### config.mk
export PLATFORM = sky130hd
export DESIGN_NAME = ahb_sel_decoder
export DESIGN_NICKNAME = d
export VERILOG_FILES = /design/src/rtl/ahb_sel_decoder.sv
export SDC_FILE = /design/constraint.sdc
export NUM_CORES = 1
export LEC_CHECK = 0
export ABC_AREA = 1
export CAP_MARGIN = 10
export CELL_PAD_IN_SITES_DETAIL_PLACEMENT = 2
export CELL_PAD_IN_SITES_GLOBAL_PLACEMENT = 2
export CORE_MARGIN = 2
export CORE_UTILIZATION = 10
export DETAILED_ROUTE_END_ITERATION = 12
export HOLD_SLACK_MARGIN = 0.1
export PLACE_DENSITY = 0.95
export RECOVER_POWER = 25
export REMOVE_ABC_BUFFERS = 1
export SKIP_CTS_REPAIR_TIMING = 1
export SLEW_MARGIN = 20
export SYNTH_ARGS = -nofsm -noshare
export SYNTH_HDL_FRONTEND = slang
export SYNTH_SLANG_ARGS = --single-unit
### constraint.sdc
create_clock -name HCLK -period 1.2 [get_ports HCLK]
set_input_delay 0.24 -clock HCLK [delete_from_list [all_inputs] [get_ports HCLK]]
set_output_delay 0.24 -clock HCLK [all_outputs]
set_load 0.005 [all_outputs]
### src/rtl/ahb_sel_decoder.sv
// AHB subordinate select decoder with a data-phase response mux and a default subordinate.
// Define AHB_SEL_DECODER_ERR_CNT_EN to add the saturating ERR_CNT output.
module ahb_sel_decoder #(
    parameter int ADDR_WIDTH            = 32,
    parameter int DATA_WIDTH            = 32,
    parameter int NO_OF_SUBORDINATES    = 3,
    parameter int BITS_FOR_SUBORDINATES = $clog2(NO_OF_SUBORDINATES + 1)
) (
    input  logic                                     HCLK,
    input  logic                                     HRESET,
    input  logic [ADDR_WIDTH-1:0]                    HADDR,
    input  logic [1:0]                               HTRANS,
    input  logic [NO_OF_SUBORDINATES-1:0]            HREADYOUT_S,
    input  logic [NO_OF_SUBORDINATES-1:0]            HRESP_S,
    input  logic [NO_OF_SUBORDINATES*DATA_WIDTH-1:0] HRDATA_S,
    output logic [NO_OF_SUBORDINATES-1:0]            HSEL,
    output logic                                     HREADY,
    output logic                                     HRESP,
    output logic [DATA_WIDTH-1:0]                    HRDATA
`ifdef AHB_SEL_DECODER_ERR_CNT_EN
    ,
    output logic [15:0]                              ERR_CNT
`endif
);

    localparam int N  = NO_OF_SUBORDINATES;
    localparam int RW = BITS_FOR_SUBORDINATES;
    localparam logic [RW-1:0] N_SUB = RW'(N);

    // ST_IDLE: zero-wait OKAY | ST_ERR1: wait + ERROR | ST_ERR2: ready + ERROR
    typedef enum logic [1:0] {
        ST_IDLE = 2'd0,
        ST_ERR1 = 2'd1,
        ST_ERR2 = 2'd2
    } state_t;

    state_t          state_q, state_d;
    logic            dflt_ready_q, dflt_ready_d;
    logic            dflt_resp_q, dflt_resp_d;
    logic            active_q, active_d;
    logic [RW-1:0]   region_q, region_d;

    logic [RW-1:0]         addr_region;
    logic                  addr_is_dflt;
    logic                  err_req;
    logic                  hready_m;
    logic                  hresp_m;
    logic [DATA_WIDTH-1:0] hrdata_m;
    logic                  unused_inputs;

    assign addr_region   = HADDR[ADDR_WIDTH-1 -: RW];
    assign addr_is_dflt  = (addr_region >= N_SUB);
    assign unused_inputs = ^{HTRANS[0], HADDR[ADDR_WIDTH-RW-1:0]};

    always_comb begin
        HSEL = '0;
        for (int k = 0; k < N; k++) begin
            HSEL[k] = (addr_region == RW'(k));
        end
    end

    // Data phase belongs to whoever was addressed when HREADY last completed a cycle.
    always_comb begin
        hready_m = dflt_ready_q;
        hresp_m  = dflt_resp_q;
        hrdata_m = '0;
        for (int k = 0; k < N; k++) begin
            if (active_q && (region_q == RW'(k))) begin
                hready_m = HREADYOUT_S[k];
                hresp_m  = HRESP_S[k];
                hrdata_m = HRDATA_S[k*DATA_WIDTH +: DATA_WIDTH];
            end
        end
    end

    assign HREADY = hready_m;
    assign HRESP  = hresp_m;
    assign HRDATA = hrdata_m;

    assign err_req = hready_m && HTRANS[1] && addr_is_dflt;

    always_comb begin
        region_d = region_q;
        active_d = active_q;
        if (hready_m) begin
            region_d = addr_region;
            active_d = HTRANS[1];
        end

        state_d = state_q;
        case (state_q)
            ST_IDLE: if (err_req) state_d = ST_ERR1;
            ST_ERR1: state_d = ST_ERR2;
            ST_ERR2: state_d = err_req ? ST_ERR1 : ST_IDLE;
            default: state_d = ST_IDLE;
        endcase

        dflt_ready_d = (state_d != ST_ERR1);
        dflt_resp_d  = (state_d != ST_IDLE);
    end

`ifdef AHB_SEL_DECODER_ERR_CNT_EN
    logic [15:0] err_cnt_q, err_cnt_d;

    always_comb begin
        err_cnt_d = err_cnt_q;
        if (err_req && (state_q != ST_ERR1) && (err_cnt_q != 16'hFFFF)) begin
            err_cnt_d = err_cnt_q + 16'd1;
        end
    end

    always_ff @(posedge HCLK) begin
        if (HRESET) err_cnt_q <= '0;
        else        err_cnt_q <= err_cnt_d;
    end

    assign ERR_CNT = err_cnt_q;
`endif

    always_ff @(posedge HCLK) begin
        if (HRESET) begin
            state_q      <= ST_IDLE;
            dflt_ready_q <= 1'b1;
            dflt_resp_q  <= 1'b0;
            active_q     <= 1'b0;
            region_q     <= '0;
        end else begin
            state_q      <= state_d;
            dflt_ready_q <= dflt_ready_d;
            dflt_resp_q  <= dflt_resp_d;
            active_q     <= active_d;
            region_q     <= region_d;
        end
    end

endmodule

## After elaboration in Yosys (flattened, before gate mapping)

Index checks and enable logic that the tools add are counted.

- Register bits: 7
- Input bits: 138
- Output and inout port bits: 37
- Logic and storage cells: 34

- Magnitude comparators: 1
- Equality and inequality tests: 7
- Multiplexer cells: 12
- Reductions and logical operators: 9

Operators by type and width:

| operator | number |
|---|---|
| 32-bit two-way mux | 3 |
| 1-bit two-way mux | 7 |
| 2-bit by 1-bit equality test with 1-bit output (second input constant) | 3 |
| 2-bit equality test (second input constant) | 3 |
| 2-bit logical NOT | 3 |
| 2-bit one-hot mux with 3 select lines | 1 |
| 1-bit logical AND | 5 |
| 2-bit greater-or-equal comparator (second input constant) | 1 |
| 2-bit two-way mux | 1 |
| 2-bit by 1-bit inequality test with 1-bit output (second input constant) | 1 |
| 2-bit nonzero test | 1 |

## Longest topological paths before layout

Gate-level depths: netlist of run 1.

- Depth in word-level cells: 10
- Depth in mapped cells: 9
- Gate-level depth less buffers: 9

## Worst setup path after synthesis of run 1

No wires, ideal clock.

- Path type: register to output
- Start point: register region_q[1]
- End point: output HRDATA[10]
- Arrival: 991 ps
- Required time: 960 ps
- Setup slack: -31 ps
- Stages on the path, launching flop included: 5
- Path buffers: 1
- Path through: dfxtp_1 nor2_4 clkbuf_1 nand3_1 nand3_1

- Word-level cells in the longest chain between the ends: 5
- Elaborated cells between the ends (all ways): 9
- Classes of those cells: 2 x eq/ne; 3 x mux; 4 x reduce/logical

RTL lines:

| item | line | text |
|---|---|---|
| start, declared | 41 | `logic [RW-1:0] region_q, region_d;` |
| start signal, assigned | 132 | `region_q <= region_d;` |
| 2-bit logical NOT | 68 | `if (active_q && (region_q == RW'(k))) begin` |
| 1-bit logical AND | 68 |  |
| 32-bit two-way mux (2 in a row) | 68 |  |
| 32-bit two-way mux (*) | 68 |  |
| end, declared | 19 | `output logic [DATA_WIDTH-1:0] HRDATA` |

Every way passes the cells marked *; elsewhere a longest branch is shown, timed or not.

## Final worst setup path of run 1

- Start point: register region_q[0]
- End point: output HREADY

- Word-level cells in the longest chain between the ends: 5
- Elaborated cells between the ends (all ways): 9
- Classes of those cells: 2 x eq/ne; 3 x mux; 4 x reduce/logical

RTL lines:

| item | line | text |
|---|---|---|
| 2-bit logical NOT | 68 |  |
| 1-bit logical AND | 68 |  |
| 1-bit two-way mux (2 in a row) | 68 |  |
| 1-bit two-way mux (*) | 68 |  |
| end, declared | 17 | `output logic HREADY,` |

Marks and branches as above.

==> results of run 1 <==
[worst max-delay path, cell delays in order, from the launching register on]
cell      delay, ns
dfxtp_4        0.36
nor2_4         0.19
buf_6          0.13
buf_4          0.11
nand3_2        0.10
nand3_4        0.12
nand2_4        0.06
nand2_4        0.08
inv_4          0.03
clkbuf_2       0.10
[flip-flops by register name (all words and copies together), names as in the netlist]
| name | flops |
|---|---|
| region_q | 2 |
| state_q | 2 |
| active_q | 1 |
| dflt_ready_q | 1 |
| dflt_resp_q | 1 |
[kinds of logic after synthesis]
logic type / synth area share, %
simple gates: 73.32
compound gates: 1.442
flops: 13.46
buf+inv: 11.78
[final timing paths]
| path | start | endpoint | slack [ns] | depth (start not counted) |
|---|---|---|---|---|
| worst max-delay path | region_q[0] | HREADY | -0.56 | 9 |
| worst min-delay path | state_q[1] | state_q[1] | 0.42 | 1 |
| worst max register to register | region_q[0] | region_q[1] | -0.40 | 11 |
| worst min register to register | state_q[1] | state_q[1] | 0.42 | 1 |
[through the flow]
| stage | setup slack [ns] | TNS (ns) |
|---|---|---|
| 3_3_place_gp | -0.6092 | -19.97 |
| 6_report | -0.5554 | -17.20 |
| 5_1_grt | -0.6192 | -20.01 |
| 3_5_place_dp | -0.6914 | -22.75 |
| 4_1_cts | -0.8615 | -31.03 |
| 2_1_floorplan | -0.7192 | -27.34 |
[cell type report]
cell class	count	area [um^2]	share of cell area, %
multi-input cells	164	1119	31.25
flip-flops and latches	7	151.4	4.229
well taps	136	170.2	4.754
repair buffers	199	2023	56.52
clock buffers	4	45.04	1.258
inverters	15	71.32	1.992
[per-layer routing]
metal  vias to the layer above  track usage, %  wire length, um  part of all wire, %
met3                        11           1.165              268                  2.9
met2                        58           28.25             5539                   60
met5                         -               0                0                    0
li1                       1036               -                -                    -
met1                      1060           12.48             3289                   36
met4                         0           3.383              138                  1.5
[power by group through the flow]
stage	clock network, mW	registers [mW]	logic (mW)
after CTS	0.346	0.269	1.06
after global placement	0	0.270	1.01
final	0.341	0.276	1.33
after floorplan	0	0.287	0.243
after detailed placement	0	0.273	1.06
after global routing	0.363	0.280	1.42
[cell usage in the layout (no fill, tap or decap)]
master / count
buf_12: 8
nand2_2: 5
clkdlybuf4s50_1: 103
inv_2: 3
nand3_1: 43
dlygate4sd3_1: 1
buf_6: 15
dlymetal6s2s_1: 7
inv_1: 8
dfxtp_1: 4
dfxtp_4: 3
a21oi_2: 1
buf_8: 3
nand2_4: 24
nor3_1: 1
o21ai_2: 1
o21ai_1: 1
nand4_1: 2
clkbuf_16: 7
buf_4: 28
clkbuf_2: 16
clkbuf_1: 1
nor2_1: 6
nand3_4: 4
nor2_2: 1
or2_4: 1
nand2_1: 46
inv_4: 2
clkinv_4: 2
buf_2: 11
clkbuf_8: 3
nand3_2: 27
nor2_4: 1
==> results.toml, run 1 <==
[placement]
gp_congestion = 0.7931
placed_cells = 487
dpl.hpwl_um = 6419
place_area_um2 = 2819
numPortBuffers = 143

[route]
drt_iter0_drc = 61
firstDrtPassIters = 4
routedWlPerCell_um = 17.59
vias = 2165
viasPerCell = 4.124
ant_nets = 0
routed_wl_um = 9236
drcViolationCount = 0

[synth]
yosysSeqAreaShare_pct = 13.46
async_flop_share_pct = 0
yosys.area.top_type = "nand3_1"
yosysTopAreaCellShare_pct = 33.65
synthesis.area_um2 = 1041
synth_edf_count = 0
syn_avg_cell_area_um2 = 5.231
ys_warn_count = 0
ys.flop_type = "dfxtp_1"
synth_common_cells = "nand2_1 (71), nand3_1 (70), inv_1 (9)"
yosysMostFrequentCell = "nand2_1"
synth_cells = 199
synthTopCellsByArea = "nand3_1 (34%), nand2_1 (26%), dfxtp_1 (13%), inv_1 (3.2%), buf_2 (2.9%)"
synth-seq-cells = 7
synth.distinct_cells = 20

[sta]
rsz0062_at_grt = "yes"
relSlewSlack_pct = 83.20
worst_slew_pin_slew_ns = 0.2500
hold_violations = 0
setup_slack_ns = -0.5554
min_period_over_period_pct = 146.3
slew_viol_final = 0
max_freq_ghz = 0.5697
hold_ws_ns = 0.4154
finalClockSkew_ns = 0.0007678
fin_crit_ns = 1.755
setup_viol = 40

[power]
p_leak_nw = 1.899
p_int_mw = 1.287
power_mw = 1.950
switching_share_pct = 33.99
power.density_nw_per_um2 = 544.8
combPwrFrac_pct = 68.4
clkPwrFrac_pct = 17.5
p_sw_mw = 0.6629
ir_worst_vdd_uv = 407.5
pwr-share-seq_pct = 14.1

[setup_path]
start_kind = "register"
crit_arrival_ns = 1.52
cp.required_ns = 0.96
crit_type = "register to primary output"
path_max_fanout = 4
end_kind = "primary output"

[global_routing]
antenna_found_initial = 0
grt_overflow = 0
grt_pass1_wl_um = 11590
grt_max_degree = 22
grt_usage_pct = 12.92
grt_pass1_vias = 2322

[die]
io_pins = 175
fp-row-count = 37
coreArea_um2 = 10230
die_y_um = 106.0
die_w_um = 106.0
start_util_pct = 10.17
fp.dieArea_um2 = 11240

[finish]
layout-drive-gt1-share_pct = 42.67
final_cells = 525
finalNetCount = 528
fillers = 1167
final_area_um2 = 3580
utilization_pct = 34.99
n_antenna_cell = 0
areaGrowthSynthToFinish_pct = 243.9

[clock_network]
cts_buffer_depth = 2
clockRootBuffer = "clkbuf_8"
clk_pin_slew_ns = 0.04
clk_latency_ns = 0.23
cts_tree = "done"
numClockSinks = 7
h-tree-depth = 1
numCtsBuffers = 3

[run_status]
violations = "negative setup slack"
status = "finished, violations left"

[min_path]
hp-class = "register to register"

[job]
maxCapViolations = 0
Power figures use the tool's default switching activity.
==> inputs of run 2 (changes only) <==
- CELL_PAD_IN_SITES_DETAIL_PLACEMENT: 2 -> 1
- CELL_PAD_IN_SITES_GLOBAL_PLACEMENT: 2 -> 1
- PLACE_DENSITY: 0.95 -> 0.88
==> run 2 against run 1 <==
The run still ends with negative setup slack left. Via count shrank 0.55%. Sequential cell count is the same. Clock-buffer cell count is the same. Largest cell class unchanged. Largest power group unchanged. Highest routed layer unchanged.
==> results.toml, run 2 (synthesis results as in run 1) <==
[finish]
utilization_pct = 33.80
fillers = 1212
layout-drive-gt1-share_pct = 44.56
n_antenna_cell = 0
final_cell_mix = "clkdlybuf4s50_1 (103), nand2_1 (51), nand3_2 (38), nand3_1 (32), buf_4 (28)"
reg_top3 = "region_q (2), state_q (2)"
areaGrowthSynthToFinish_pct = 232.2
multi_input_area_um2 = 1076
finalNetCount = 525
seq_area_um2 = 151.4
layout_commonest_cell = "clkdlybuf4s50_1"

[sta]
setup_viol = 40
fin_crit_ns = 1.729
relSlewSlack_pct = 85.99
hold_violations = 0
max_freq_ghz = 0.5784
min_period_over_period_pct = 144.1
worst_slew_pin_slew_ns = 0.2086
hold_ws_ns = 0.3957
slew_viol_final = 0
setup_slack_ns = -0.5289
finalClockSkew_ns = 0.001262
rsz0062_at_grt = "yes"

[run_status]
status = "finished, violations left"
violations = "negative setup slack"

[die]
die_w_um = 106.0
coreArea_um2 = 10230
start_util_pct = 10.17
die_y_um = 106.0
io_pins = 175
fp.dieArea_um2 = 11240
fp-row-count = 37

[route]
routed_wl_um = 8050
vias = 2153
routedWlPerCell_um = 15.42
firstDrtPassIters = 3
drcViolationCount = 0
viasPerCell = 4.125
ant_nets = 0
drt_iter0_drc = 56

[global_routing]
antenna_found_initial = 0
grt_pass1_vias = 2201
grt_pass1_wl_um = 10010
grt_usage_pct = 10.86
grt_overflow = 0
grt_max_degree = 22

[power]
p_sw_mw = 0.6395
combPwrFrac_pct = 68.2
p_int_mw = 1.269
power.density_nw_per_um2 = 551.9
ir_worst_vdd_uv = 479.3
power_mw = 1.909
clkPwrFrac_pct = 17.6
p_leak_nw = 1.686
pwr-share-seq_pct = 14.2
switching_share_pct = 33.51

[setup_path]
cp.required_ns = 0.96
crit_chain = "buf_6 -> nor2_4 -> buf_12 -> buf_8 -> clkbuf_16 -> nand3_2 -> nand3_2 -> clkbuf_2"
path_max_fanout = 6
max_stage_delay_ns = 0.35
crit_type = "register to primary output"
crit_arrival_ns = 1.49
crit_top_cell = "nand3_2"
critPathSlowestCell = "dfxtp_4"
start_kind = "register"
end_kind = "primary output"

[clock_network]
cts_tree = "done"
cts_buffer_depth = 2
h-tree-depth = 1
numClockSinks = 7
clk_pin_slew_ns = 0.04
numCtsBuffers = 3
clockRootBuffer = "clkbuf_8"
clk_latency_ns = 0.23

[job]
maxCapViolations = 0

[placement]
post-place-ws_ns = -0.6680
dpl.hpwl_um = 5490
gp_congestion = 0.7585
numPortBuffers = 143

[min_path]
hp-class = "primary input to register"
run 2: cell types whose count changed in the layout (fill, tap and decap cells not counted), moves of 2 or more:
cell,delta
nand2_4,-16
nand2_2,+11
nand3_1,-11
nand3_2,+11
nand2_1,+5
dlymetal6s2s_1,-4
buf_6,-3
clkbuf_2,+3
buf_2,+2
clkinv_4,-2
inv_8,+2
run 2: routing by layer:
| layer | up-vias | wire (um) | GRT usage [%] | part of all wire (%) |
|---|---|---|---|---|
| li1 | 1029 | - | - | - |
| met4 | 0 | 97 | 2.538 | 1.2 |
| met5 | - | 0 | 0 | 0 |
| met1 | 1011 | 3113 | 11.23 | 39 |
| met3 | 10 | 456 | 1.655 | 5.7 |
| met2 | 103 | 4382 | 22.44 | 54 |
run 2: final cells by class:
class,instances,share of cell area (%)
multi-input cells,164,31.11
clock buffers,4,1.302
inverters,15,2.207
flip-flops and latches,7,4.378
well taps,136,4.920
repair buffers,196,56.08
run 2: path summary, 6_finish.rpt:
check | start | end | slack [ns] | depth (start not counted)
setup / recovery | region_q[1] | HRDATA[25] | -0.53 | 8
hold / removal | HADDR[30] | dflt_ready_q | 0.40 | 4
setup reg to reg | region_q[1] | region_q[1] | -0.24 | 9
hold reg to reg | state_q[1] | state_q[1] | 0.42 | 1
run 2: power groups by stage:
stage                     sequential [mW]  combinational [mW]  clock (mW)
after floorplan                     0.287               0.243           0
after global placement              0.269                1.01           0
after detailed placement            0.272                1.04           0
after CTS                           0.268                1.04       0.340
after global routing                0.274                1.39       0.355
final                               0.271                1.30       0.336
run 2: per-stage QoR:
stage	instance area (um^2)	TNS, ns	std cells
2_1_floorplan	977.2	-27.34	186
3_3_place_gp	2814	-20.34	488
3_5_place_dp	2814	-22.62	488
4_1_cts	2859	-30.90	492
5_1_grt	3458	-18.60	522
6_report	3458	-16.07	522
run 2: critical path: cells and delay by family, from the launching register on:
family                 cells  cell delay (ns)
buffers and inverters      5             0.63
DFF                        1             0.35
and+or+nand+nor            3             0.28
==> RTL edit 1: new RTL, flow settings as in run 2 <==
Add a define of `AHB_SEL_DECODER_ERR_CNT_EN`.
--- a/src/rtl/ahb_sel_decoder.sv
+++ b/src/rtl/ahb_sel_decoder.sv
@@ -2,2 +2,4 @@
 // Define AHB_SEL_DECODER_ERR_CNT_EN to add the saturating ERR_CNT output.
+`define AHB_SEL_DECODER_ERR_CNT_EN
+
 module ahb_sel_decoder #(
Check against the original RTL (old outputs only; new: ERR_CNT): equivalent (Yosys induction, for registers that start in step).
==> RTL edit 1 against run 2 <==
The flow still finishes with violations (setup timing). Register-to-register slack got worse by 0.41 ns. Area after synthesis increased by 85%. Total power increased by 65%. First-iteration DRC count grew 20%. Utilization decreased by 5.7 points. Design area grew 53%. Fmax fell by 6.7%. Via count up 53%. Count of clock-buffer cells in the layout unchanged. Routed wire length grew 68%. Setup slack worse by 0.12 ns. Sequential cell count rose by 16. Hold slack worse by 0.062 ns.
==> RTL edit 1: results <==
set metrics [dict create \
    grt_use_met2_pct 17.0 \
    post-place-cells 786 \
    grt_max_degree 33 \
    synthCells 326 \
    irDropWorstVdd_mv 0.435 \
    wl_um 13500 \
    worstReg2RegStart "region_q[0]$_SDFFE_PP0N_" \
    cpPeakStageDelay_ns 0.37 \
    drtIter0Drc 67 \
    insertion_delay_ns 0.26 \
    seq_area_frac_synth_pct 23.9 \
    grtUsageTotal_pct 8.97 \
    finClkSkew_ns 0.00302 \
    p_switching_mw 1.03 \
    met3_usage_pct 2.15 \
    grt_first_pass_wirelength_um 15000 \
    hold-path-cell-count 3 \
    fin_nets 699 \
    synth_commonest_cells "99 x nand2_1, 88 x nand3_1, 23 x dfxtp_1" \
    placed_area_sq_mm 0.00429 \
    status "finished with violations" \
    violations "setup timing" \
    fillCellCount 2226 \
    setup_violations 64 \
    vias 3291 \
    cts_sinks 23 \
    fin_ws_ns -0.653 \
    synth_top_cells_by_area "dfxtp_1 24%, nand3_1 23%, nand2_1 19%" \
    r2r_end "ERR_CNT[13]$_SDFFE_PP0P_" \
]
-- RTL edit 1: metal layers --
layer | part of all wire [%] | wire [um] | vias up
met2 | 51 | 6870 | 155
met1 | 39 | 5270 | 1564
li1 | - | - | 1556
met5 | 0 | 0 | -
met4 | 1.9 | 255 | 0
met3 | 8.1 | 1090 | 16
-- RTL edit 1: power groups by stage --
| stage | registers, mW | logic [mW] | clock network [mW] |
|---|---|---|---|
| floorplan | 0.839 | 0.293 | 0 |
| global placement | 0.817 | 1.21 | 0 |
| detailed placement | 0.819 | 1.23 | 0 |
| CTS | 0.801 | 1.24 | 0.767 |
| global route | 0.810 | 1.66 | 0.794 |
| finish | 0.808 | 1.58 | 0.756 |
-- RTL edit 1: metrics by stage --
step	hold WS, ns	utilization [%]	setup TNS [ns]	setup WS [ns]
CTS	0.509	23.2	-49.32	-0.989
floorplan	0.309	-	-48.84	-1.03
detailed placement	0.499	22.8	-36.82	-0.789
global route	0.376	28.1	-36.05	-0.753
global placement	0.476	22.8	-34.10	-0.770
finish	0.334	28.1	-31.59	-0.653
-- RTL edit 1: worst min-delay path: stages --
cell and delay (ns):
clkbuf_1 0.14, o21ai_2 0.15, a21oi_1 0.03
-- RTL edit 1: kinds of logic after synthesis --
logic type | synth area share, %
buffers and inverters | 8.11
xor gates and xnor gates | 5.91
AOI/OAI and AO/OA | 6.17
and+or+nand+nor | 55.3
adders and majority gates | 0.649
DFF | 23.9
-- RTL edit 1: final cells by class --
class | count | share of cell area (%)
Tap cell | 260 | 6.14
Clock buffer | 4 | 1.49
Sequential cell | 23 | 9.29
Timing Repair Buffer | 244 | 45.1
Multi-Input combinational cell | 268 | 36.5
Inverter | 20 | 1.56
==> RTL edit 2: new RTL, config.mk and constraints of run 2 <==
Without the edit above. The 3 states of `state_t` get a one-hot encoding in 3 bits.
--- a/src/rtl/ahb_sel_decoder.sv
+++ b/src/rtl/ahb_sel_decoder.sv
@@ -30,6 +30,6 @@
     // ST_IDLE: zero-wait OKAY | ST_ERR1: wait + ERROR | ST_ERR2: ready + ERROR
-    typedef enum logic [1:0] {
-        ST_IDLE = 2'd0,
-        ST_ERR1 = 2'd1,
-        ST_ERR2 = 2'd2
+    typedef enum logic [2:0] {
+        ST_IDLE = 3'b001,
+        ST_ERR1 = 3'b010,
+        ST_ERR2 = 3'b100
     } state_t;
Formal check against the unedited RTL: no difference found for any inputs over 10 cycles, from zero or initial values and one cycle with HRESET high; not proved beyond that.
==> RTL edit 2 against run 2 <==
The run still ends with setup timing left. Combinational power rose by 8%. Setup slack improved by 0.050 ns. Via count rose by 10%. Global-route usage rose by 0.56 points. Sequential share of layout area rose by 0.37 points. Routed wire length rose by 16%. Total power rose by 19%. Fmax rose by 3.0%. Register-to-register slack improved by 0.03 ns. Highest routed layer unchanged. Non-clock buffer count fell by 5. Area after synthesis rose by 13%. Sequential cell count rose by 1. Design area rose by 2.9%. Critical path depth fell by 1.
==> RTL edit 2: results <==
set metrics [dict create \
    dp_hpwl_um 6040 \
    drtIter0Drc 108 \
    first_pass_iters 4 \
    p_int_mw 1.52 \
    ys_warn_count 0 \
    synth_cell_types 22 \
    grt_max_degree 33 \
    grt_first_pass_wirelength_um 11700 \
    leakage_nw 1.68 \
    cts_root_buf "clkbuf_16" \
    top_regs "state_q (3), region_q (2)" \
    fin_nets 528 \
    fin_ws_ns -0.479 \
    final_hold_viol_count 0 \
    drive_gt1_share_pct 41.5 \
    cp_data_arrival_time_ns 1.44 \
    port-buffer-count 143 \
    fillCellCount 1363 \
    finClkSkew_ns 0.000171 \
    max_slew_margin_pct 80.7 \
    r2r_end "region_q[0]$_SDFFE_PP0N_" \
    grt_overflow_total 0 \
    crit_fanout 7 \
    clockBufferDepth 2 \
    seq_area_frac_synth_pct 13.6 \
    hold_end "region_q[0]$_SDFFE_PP0N_" \
    setup_violations 41 \
    vias 2369 \
    violations "setup timing" \
    irDropWorstVdd_mv 0.338 \
    place_congestion 0.785 \
    setup-tns-final_ns -15.68 \
    regToRegSetupSlack_ns -0.21 \
    synth_commonest_cells "68 x nand3_1, 43 x nand2_1, 34 x nand4_1" \
    synth_top_cells_by_area "nand3_1 29%, nand4_1 18%, nand2_1 14%" \
    status "finished with violations" \
    wire_per_inst_um 17.6 \
    grt_pass1_vias 2342 \
    grtUsageTotal_pct 11.4 \
]
RTL edit 2: worst max path at each step:
stage	start	end
after global placement	HREADYOUT_S[0]	HREADY
after global routing	active_q$_SDFFE_PP0N_	HRDATA[31]
after CTS	region_q[0]$_SDFFE_PP0N_	HREADY
after floorplan	active_q$_SDFFE_PP0N_	region_q[0]$_SDFFE_PP0N_
final	active_q$_SDFFE_PP0N_	HRDATA[0]
after detailed placement	HREADYOUT_S[0]	HREADY
RTL edit 2: power by group through the flow:
stage	Combinational [mW]	Clock (mW)	Sequential [mW]
after floorplan	0.259	0	0.364
after global placement	1.10	0	0.310
after detailed placement	1.13	0	0.312
after CTS	1.14	0.570	0.309
after global routing	1.50	0.582	0.313
final	1.40	0.564	0.310
RTL edit 2: critical path, stage by stage (launching register included):
cell	delay [ns]
dfxtp_4	0.35
buf_6	0.13
buf_8	0.13
buf_6	0.13
clkbuf_16	0.15
nand4_1	0.11
nand3_2	0.08
buf_2	0.13
RTL edit 2: kinds of logic after synthesis:
| kind of cell | count (synthesis) | synth area share, % |
|---|---|---|
| buf+inv | 37 | 12.8 |
| flops | 8 | 13.6 |
| compound gates | 7 | 3.52 |
| simple gates | 163 | 70.0 |
RTL edit 2: final cells by class:
class	count	area [sq um]	area share (%)
timing repair buffer	191	1930	54.3
tap	143	179	5.03
clock buffer	3	75.1	2.11
multi-input combinational	170	1140	32.1
inverter	16	60.1	1.69
sequential	8	169	4.75
RTL edit 2: per-stage QoR:
step                      util [%]  hold WS [ns]  cell area [sq um]  worst slack, ns  std cells
after floorplan                  -         0.309               1080            -1.53        194
after global placement        25.3         0.447               2890           -0.719        501
after detailed placement      25.3         0.468               2890           -0.711        501
after CTS                     26.0         0.475               2970           -0.881        504
after global routing          31.2         0.435               3560           -0.522        531
final                         31.2         0.406               3560           -0.479        531
RTL edit 2: routing by layer:
| layer | GRT usage (%) | wire length [um] | vias to the layer above |
|---|---|---|---|
| li1 | - | - | 1113 |
| met1 | 12.5 | 3490 | 1144 |
| met2 | 22.9 | 5150 | 94 |
| met3 | 1.84 | 507 | 18 |
| met4 | 2.52 | 215 | 0 |
| met5 | 0 | 0 | - |
